`src/rtl/mem_port_arbiter.sv`:
```
// mem_port_arbiter
//   Shares one unified instruction/data memory port between the CPU (C) and a
//   DMA/debug loader (D). Each access is sampled in IDLE, issued for a single
//   cycle, waits out the fixed memory read latency (reads only) and completes
//   with a one-cycle ack to the requester that owns the access.
//
//   Optional build macro: MEM_ARB_ROUND_ROBIN_EN
//     defined   - simultaneous requests alternate, using a last_owner register
//     undefined - fixed priority, CPU wins ties
//
// Ports
//   clk, rst                 clock, asynchronous active-low reset
//   c_req/c_we/c_addr/c_wdata  CPU request (level, held until c_ack)
//   c_ack/c_rdata            CPU completion pulse and read data
//   d_req/d_we/d_addr/d_wdata  DMA request (level, held until d_ack)
//   d_ack/d_rdata            DMA completion pulse and read data
//   mem_cs/mem_we/mem_addr/mem_wdata/mem_rdata  memory port
//   busy                     high whenever not IDLE
//   owner                    0 = CPU, 1 = DMA; valid while busy
module mem_port_arbiter #(
    parameter int ADDR_W = 13,
    parameter int DATA_W = 8,
    parameter int RD_LAT = 1
) (
    input  logic              clk,
    input  logic              rst,
    input  logic              c_req,
    input  logic              c_we,
    input  logic [ADDR_W-1:0] c_addr,
    input  logic [DATA_W-1:0] c_wdata,
    output logic              c_ack,
    output logic [DATA_W-1:0] c_rdata,
    input  logic              d_req,
    input  logic              d_we,
    input  logic [ADDR_W-1:0] d_addr,
    input  logic [DATA_W-1:0] d_wdata,
    output logic              d_ack,
    output logic [DATA_W-1:0] d_rdata,
    output logic              mem_cs,
    output logic              mem_we,
    output logic [ADDR_W-1:0] mem_addr,
    output logic [DATA_W-1:0] mem_wdata,
    input  logic [DATA_W-1:0] mem_rdata,
    output logic              busy,
    output logic              owner
);

    localparam logic [1:0] S_IDLE  = 2'd0;
    localparam logic [1:0] S_ISSUE = 2'd1;
    localparam logic [1:0] S_WAIT  = 2'd2;
    localparam logic [1:0] S_RESP  = 2'd3;

    localparam logic [3:0] LAT = 4'(RD_LAT);

    logic [1:0]        state;
    logic              we_q;
    logic              owner_q;
    logic [ADDR_W-1:0] addr_q;
    logic [DATA_W-1:0] wdata_q;
    logic [DATA_W-1:0] c_rdata_q;
    logic [DATA_W-1:0] d_rdata_q;
    logic [3:0]        lat_cnt;
    logic              grant_d;   // DMA wins the current IDLE sample

`ifdef MEM_ARB_ROUND_ROBIN_EN
    // Starts as DMA so the first tie after reset goes to the CPU.
    logic last_owner;

    always_ff @(posedge clk or negedge rst) begin
        if (!rst)
            last_owner <= 1'b1;
        else if (state == S_RESP)
            last_owner <= owner_q;
    end

    // On a tie the requester that did not own the previous access wins.
    always_comb grant_d = d_req & (~c_req | ~last_owner);
`else
    always_comb grant_d = d_req & ~c_req;
`endif

    always_ff @(posedge clk or negedge rst) begin
        if (!rst) begin
            state     <= S_IDLE;
            we_q      <= 1'b0;
            owner_q   <= 1'b0;
            addr_q    <= '0;
            wdata_q   <= '0;
            c_rdata_q <= '0;
            d_rdata_q <= '0;
            lat_cnt   <= '0;
        end else begin
            case (state)
                S_IDLE: begin
                    // The request is captured here so the requester may change
                    // its inputs while the access is in flight.
                    if (c_req || d_req) begin
                        owner_q <= grant_d;
                        we_q    <= grant_d ? d_we    : c_we;
                        addr_q  <= grant_d ? d_addr  : c_addr;
                        wdata_q <= grant_d ? d_wdata : c_wdata;
                        state   <= S_ISSUE;
                    end
                end
                S_ISSUE: begin
                    if (we_q) begin
                        state <= S_RESP;
                    end else begin
                        lat_cnt <= LAT;
                        state   <= S_WAIT;
                    end
                end
                S_WAIT: begin
                    lat_cnt <= lat_cnt - 4'd1;
                    // Final wait cycle: memory data is valid now.
                    if (lat_cnt == 4'd1) begin
                        if (owner_q)
                            d_rdata_q <= mem_rdata;
                        else
                            c_rdata_q <= mem_rdata;
                        state <= S_RESP;
                    end
                end
                S_RESP:  state <= S_IDLE;
                default: state <= S_IDLE;
            endcase
        end
    end

    // Address/data come straight from the capture registers, so they only
    // change when a new access is issued and otherwise hold their last value.
    assign mem_cs    = (state == S_ISSUE);
    assign mem_we    = mem_cs & we_q;
    assign mem_addr  = addr_q;
    assign mem_wdata = wdata_q;

    assign c_ack   = (state == S_RESP) & ~owner_q;
    assign d_ack   = (state == S_RESP) &  owner_q;
    assign c_rdata = c_rdata_q;
    assign d_rdata = d_rdata_q;
    assign busy    = (state != S_IDLE);
    assign owner   = owner_q;

endmodule

```
`config.mk`:
```
export PLATFORM = sky130hd
export DESIGN_NAME = mem_port_arbiter
export DESIGN_NICKNAME = d
export VERILOG_FILES = /design/src/rtl/mem_port_arbiter.sv
export SDC_FILE = /design/constraint.sdc
export NUM_CORES = 1
export LEC_CHECK = 0
export CORE_MARGIN = 2
export CORE_UTILIZATION = 37
export DETAILED_ROUTE_END_ITERATION = 6
export HOLD_SLACK_MARGIN = 0.02
export MAX_ROUTING_LAYER = met4
export PLACE_DENSITY = 0.76
export SLEW_MARGIN = 20
export SYNTH_ARGS = -nofsm -noshare
export SYNTH_HDL_FRONTEND = slang
export SYNTH_SLANG_ARGS = --single-unit
```
`constraint.sdc`:
```
create_clock -name clk -period 1.7 [get_ports clk]
set_input_delay 0.34 -clock clk [delete_from_list [all_inputs] [get_ports clk]]
set_output_delay 0.34 -clock clk [all_outputs]
set_load 0.01 [all_outputs]
```
Word-level counts from Yosys, hierarchy flattened:

Index checks and enable logic that the tools add are counted.

* register bits: 45
* bits in latches: 0
* memory bits (writable): 0
* ROM bits: 0
* input bits: 56
* output and inout port bits: 43
* word-level logic and storage cells: 40
* memories kept: 0

* add/sub/neg operators: 1
* multiply operators: 0
* divide/modulo/power cells: 0
* magnitude comparators: 0
* equality and inequality tests: 7
* shift operators: 0
* mux-type cells: 9
* bitwise logic cells: 6
* reduce and logical (&&, ||, !) cells: 9

Operators with widths (number)
* $mux W13: 1
* $mux W8: 1
* $pmux W2 S4: 1
* $pmux W4 S2: 1
* $ne A2 B2 Y1 const B: 3
* $reduce_and A2 Y1: 3
* $reduce_and A3 Y1: 2
* $and A1 B1 Y1: 4
* $eq A2 B2 Y1 const B: 2
* $eq A4 B1 Y1 const B: 1
* $mux W2: 2
* $mux W4: 1
* $reduce_bool A2 Y1: 2
* $sub A4 B1 Y4 const B: 1
* $eq A2 B1 Y1 const B: 1
* $logic_not A2 Y1: 1
* $mux W1: 2
* $not A1 Y1: 2
* $logic_or A1 B1 Y1: 1

Logic depth before layout (Yosys ltp):

* word-level depth: 3
* mapped depth: 6

Worst setup path before layout:

No wires, ideal clock.

* kind: reg2reg
* from: register lat_cnt[1]
* to: register c_rdata_q[0] (netlist: c_rdata[0])
* data arrival time: 1.692 ns
* required time: 1.575 ns
* path slack: -0.117 ns
* stages on the path, launching flop included: 6
* period minus slack after synthesis: 1.817 ns
* cells stage by stage: dfrtp_1 > inv_1 > ha_1 > or3b_4 > nor3b_4 > mux2_2

* word-level cells in the longest chain between the ends: 2

Ends and longest elaborated chain
* start: declaration: line 62 `logic [3:0] lat_cnt;`
* start signal: assignment: line 114 `lat_cnt <= lat_cnt - 4'd1;`
* $eq A4 B1 Y1: line 116 `if (lat_cnt == 4'd1) begin`
* $reduce_and A3 Y1 (no line)
* end signal: assignment: line 120 `c_rdata_q <= mem_rdata;`
* end: declaration: line 60 `logic [DATA_W-1:0] c_rdata_q;`

No other way between the ends.
A chain may end at the register's enable or synchronous reset.

Final worst setup path:

* from: register lat_cnt[1]
* to: register c_rdata_q[3] (netlist: c_rdata[3])

The elaborated chain is that of the path after synthesis.

==> flow_summary_export.csv <==
group,metric,value,unit
status,status,"finished, violations left",
status,violations,"setup timing",
critical_path,r2r-end,"c_rdata[3]$_DFFE_PN0P_",
floorplanning,initial_utilization,38.2,%
cts,cts_tree,"done",
power,total_power,5.86,mW
global_routing,grt_pass1_vias,1753,
route,post_drt_wl_per_cell,12.9,µm
yosys,yosysSeqAreaShare,53.9,%
cts,cts_root_buf,"clkbuf_8",
floorplanning,io_pins,99,
timing,drv_slew,0,
route,via_per_inst,4.66,
cts,path_clk_slew,0.09,ns
critical_path,crit_type,"reg -> reg",
global_routing,grt_start_max_net_pins,45,
global_routing,grt_pass1_wl,8010,µm
cts,h-tree-depth,2,
power,peakVddDrop,0.678,mV
yosys,yosys-top-cells-area,"dfrtp_1 54%, mux2i_1 11%, mux2_2 10%, o21ai_0 5.7%, nand2_1 4.3%",
placed_design,dpl.hpwl,3620,µm
final_layout,instances_no_fill,376,
yosys,synth_top_area_share,53.9,%
global_routing,globalRoute.totalOverflow,0,
floorplanning,die_h,79.2,µm
global_routing,antenna_found_initial,0,
final_layout,most-common-layout-cells,"92 x clkdlybuf4s50_1, 44 x dfrtp_1, 24 x o21ai_0",
final_layout,synthToLayoutAreaGrowth,70.3,%
cts,cts_buffer_depth,2,
final_layout,num_antenna_cells,0,
cts,cts_sinks,45,
route,drtAntennaViolNets,0,
yosys,synth_top_area_cell,"dfrtp_1",
timing,fmax,566,MHz
floorplanning,die_area,6270,µm²
job,max-cap-violations,0,
yosys,synthesis.area,2090,µm²
yosys,ys_seq_elements,45,
power,leakage,1.55,nW
timing,relSlewSlack,69.7,%
global_routing,track_usage,16.7,%
yosys,synthCells,181,
route,route.detailed.drc,0,
yosys,syn_nets,244,
critical_path,timing.rr.start,"lat_cnt[1]$_DFFE_PN0P_",
floorplanning,core_area,5470,µm²
timing,finalClockSkew,0.00754,ns
critical_path,critPathArrivalTime,1.96,ns
route,dr.pass1.iters,4,
final_layout,final_common_cell,"clkdlybuf4s50_1",
cts,clock_latency,0.30,ns
timing,tightest_slew,0.453,ns
placed_design,gp_congestion,0.725,
timing,layout_min_cycle_time,1.77,ns
timing,whs,0.483,ns
yosys,yosys_warnings,0,
final_layout,final_layout_size_suffix_gt1_share,23.7,%
route,drt_wl_total,4850,µm
route,drtIter0Drc,66,
cts,numCtsBuffers,5,
placed_design,place_inst,362,
critical_path,endpoint_kind,"register",
floorplanning,fp-row-count,27,
critical_path,required,1.89,ns
power,powerDensity,1650,nW/µm²
worst_hold_path,holdPathEnd,"mem_addr[9]$_DFFE_PN0P_",
yosys,avgSynthCellArea,11.6,µm²
critical_path,r2r_setup_slack,-0.07,ns
route,vias,1754,
critical_path,rr_worst_depth,6,
yosys,synth.distinct_cells,25,
timing,report.final.hold_viol_count,0,
worst_hold_path,hold_class,"reg -> reg",
timing,timing.final.crit_share,104,%
floorplanning,die_w,79.2,µm
worst_hold_path,hold_depth,2,
final_layout,fin_nets,366,
timing,fin_ws,-0.0673,ns
critical_path,cp_max_fo,8,
worst_hold_path,worstHoldStart,"mem_addr[9]$_DFFE_PN0P_",
critical_path,start_kind,"register",
timing,rsz0062_at_grt,"yes",
timing,setup_viol,8,
placed_design,port-buffer-count,98,
sequential cells by signal, indices dropped and copies added, names as in the netlist:
name       count
mem_wdata      8
lat_cnt        4
d_rdata        8
we_q           1
state          2
owner          1
mem_addr      13
c_rdata        8
timing repair:
item,CTS,global route
buffers inserted,3,2
resized for setup,28,13
setup endpoints to repair,15,25
hold buffers,1,0
hold endpoints to repair,16,0
pin swaps,1,1
Yosys cell counts (all sizes together):
cell type,instances
a211o,1
a211oi,1
a21oi,6
a22o,1
a2bb2oi,1
and2,1
and3,1
and4b,1
buf,2
clkbuf,6
dfrtp,45
ha,7
inv,6
mux2,19
mux2i,22
nand2,24
nand4,1
nor2,3
nor2b,2
nor3,2
nor3b,3
o21ai,25
or3b,1
layout make-up:
cell class	count	area [µm²]
clock buffers	5	68.8
clock inverters	3	25.0
fillers	444	1910
inverters	6	25.0
multi-input cells	122	1010
flip-flops and latches	45	1130
well taps	72	90.1
repair buffers	123	1210
worst max-delay path, cell delays in order (launching register included):
cell and delay, ns:
dfrtp_1 0.39, inv_2 0.08, ha_4 0.12, or3b_4 0.39
nor3b_4 0.22, buf_12 0.16, mux2_4 0.30
metal layers:
layer  global-route usage, %  vias to the layer above  wire length, µm
met1                    19.6                      807             2160
met4                    4.14                        0               23
met3                    4.32                        4              315
met5                       -                        -                0
met2                    28.7                       64             2350
li1                        -                      879                -
logic make-up (layout without fill, tap and decap cells):
family / count (synthesis) / in the layout / synth area share [%]
flops: 45 / 45 / 53.9
compound gates: 35 / 35 / 9.10
fa+ha+maj: 7 / 7 / 4.19
simple gates: 39 / 39 / 9.46
mux: 41 / 41 / 20.8
buf+inv: 14 / 137 / 2.63
worst max-delay path by stage:
stage,startpoint,endpoint,slack [ns],cells past startpoint
2_1_floorplan,lat_cnt[1]$_DFFE_PN0P_,c_rdata[0]$_DFFE_PN0P_,-0.10,5
3_3_place_gp,lat_cnt[1]$_DFFE_PN0P_,c_rdata[0]$_DFFE_PN0P_,-0.04,6
3_5_place_dp,lat_cnt[1]$_DFFE_PN0P_,state[1]$_DFFE_PN0P_,-0.11,6
4_1_cts,state[0]$_DFFE_PN0P_,busy,-0.1,5
5_1_grt,lat_cnt[1]$_DFFE_PN0P_,c_rdata[7]$_DFFE_PN0P_,-0.11,6
6_report,lat_cnt[1]$_DFFE_PN0P_,c_rdata[3]$_DFFE_PN0P_,-0.07,6
metrics by stage:
step | utilization [%] | TNS (ns) | area, µm² | worst slack [ns]
final | 65.0 | -0.496 | 3560 | -0.0673
after global routing | 65.0 | -0.920 | 3560 | -0.112
after CTS | 64.1 | -0.704 | 3510 | -0.0965
after detailed placement | 61.0 | -0.791 | 3340 | -0.109
after global placement | 61.0 | -0.417 | 3340 | -0.0442
after floorplan | - | -0.788 | 2110 | -0.104
power by group:
group	internal, mW	total (mW)	switching [mW]
Sequential	1.61	1.91	0.308
Clock	0.297	0.679	0.382
Combinational	1.97	3.27	1.30
(Power assumes the default switching activity.)
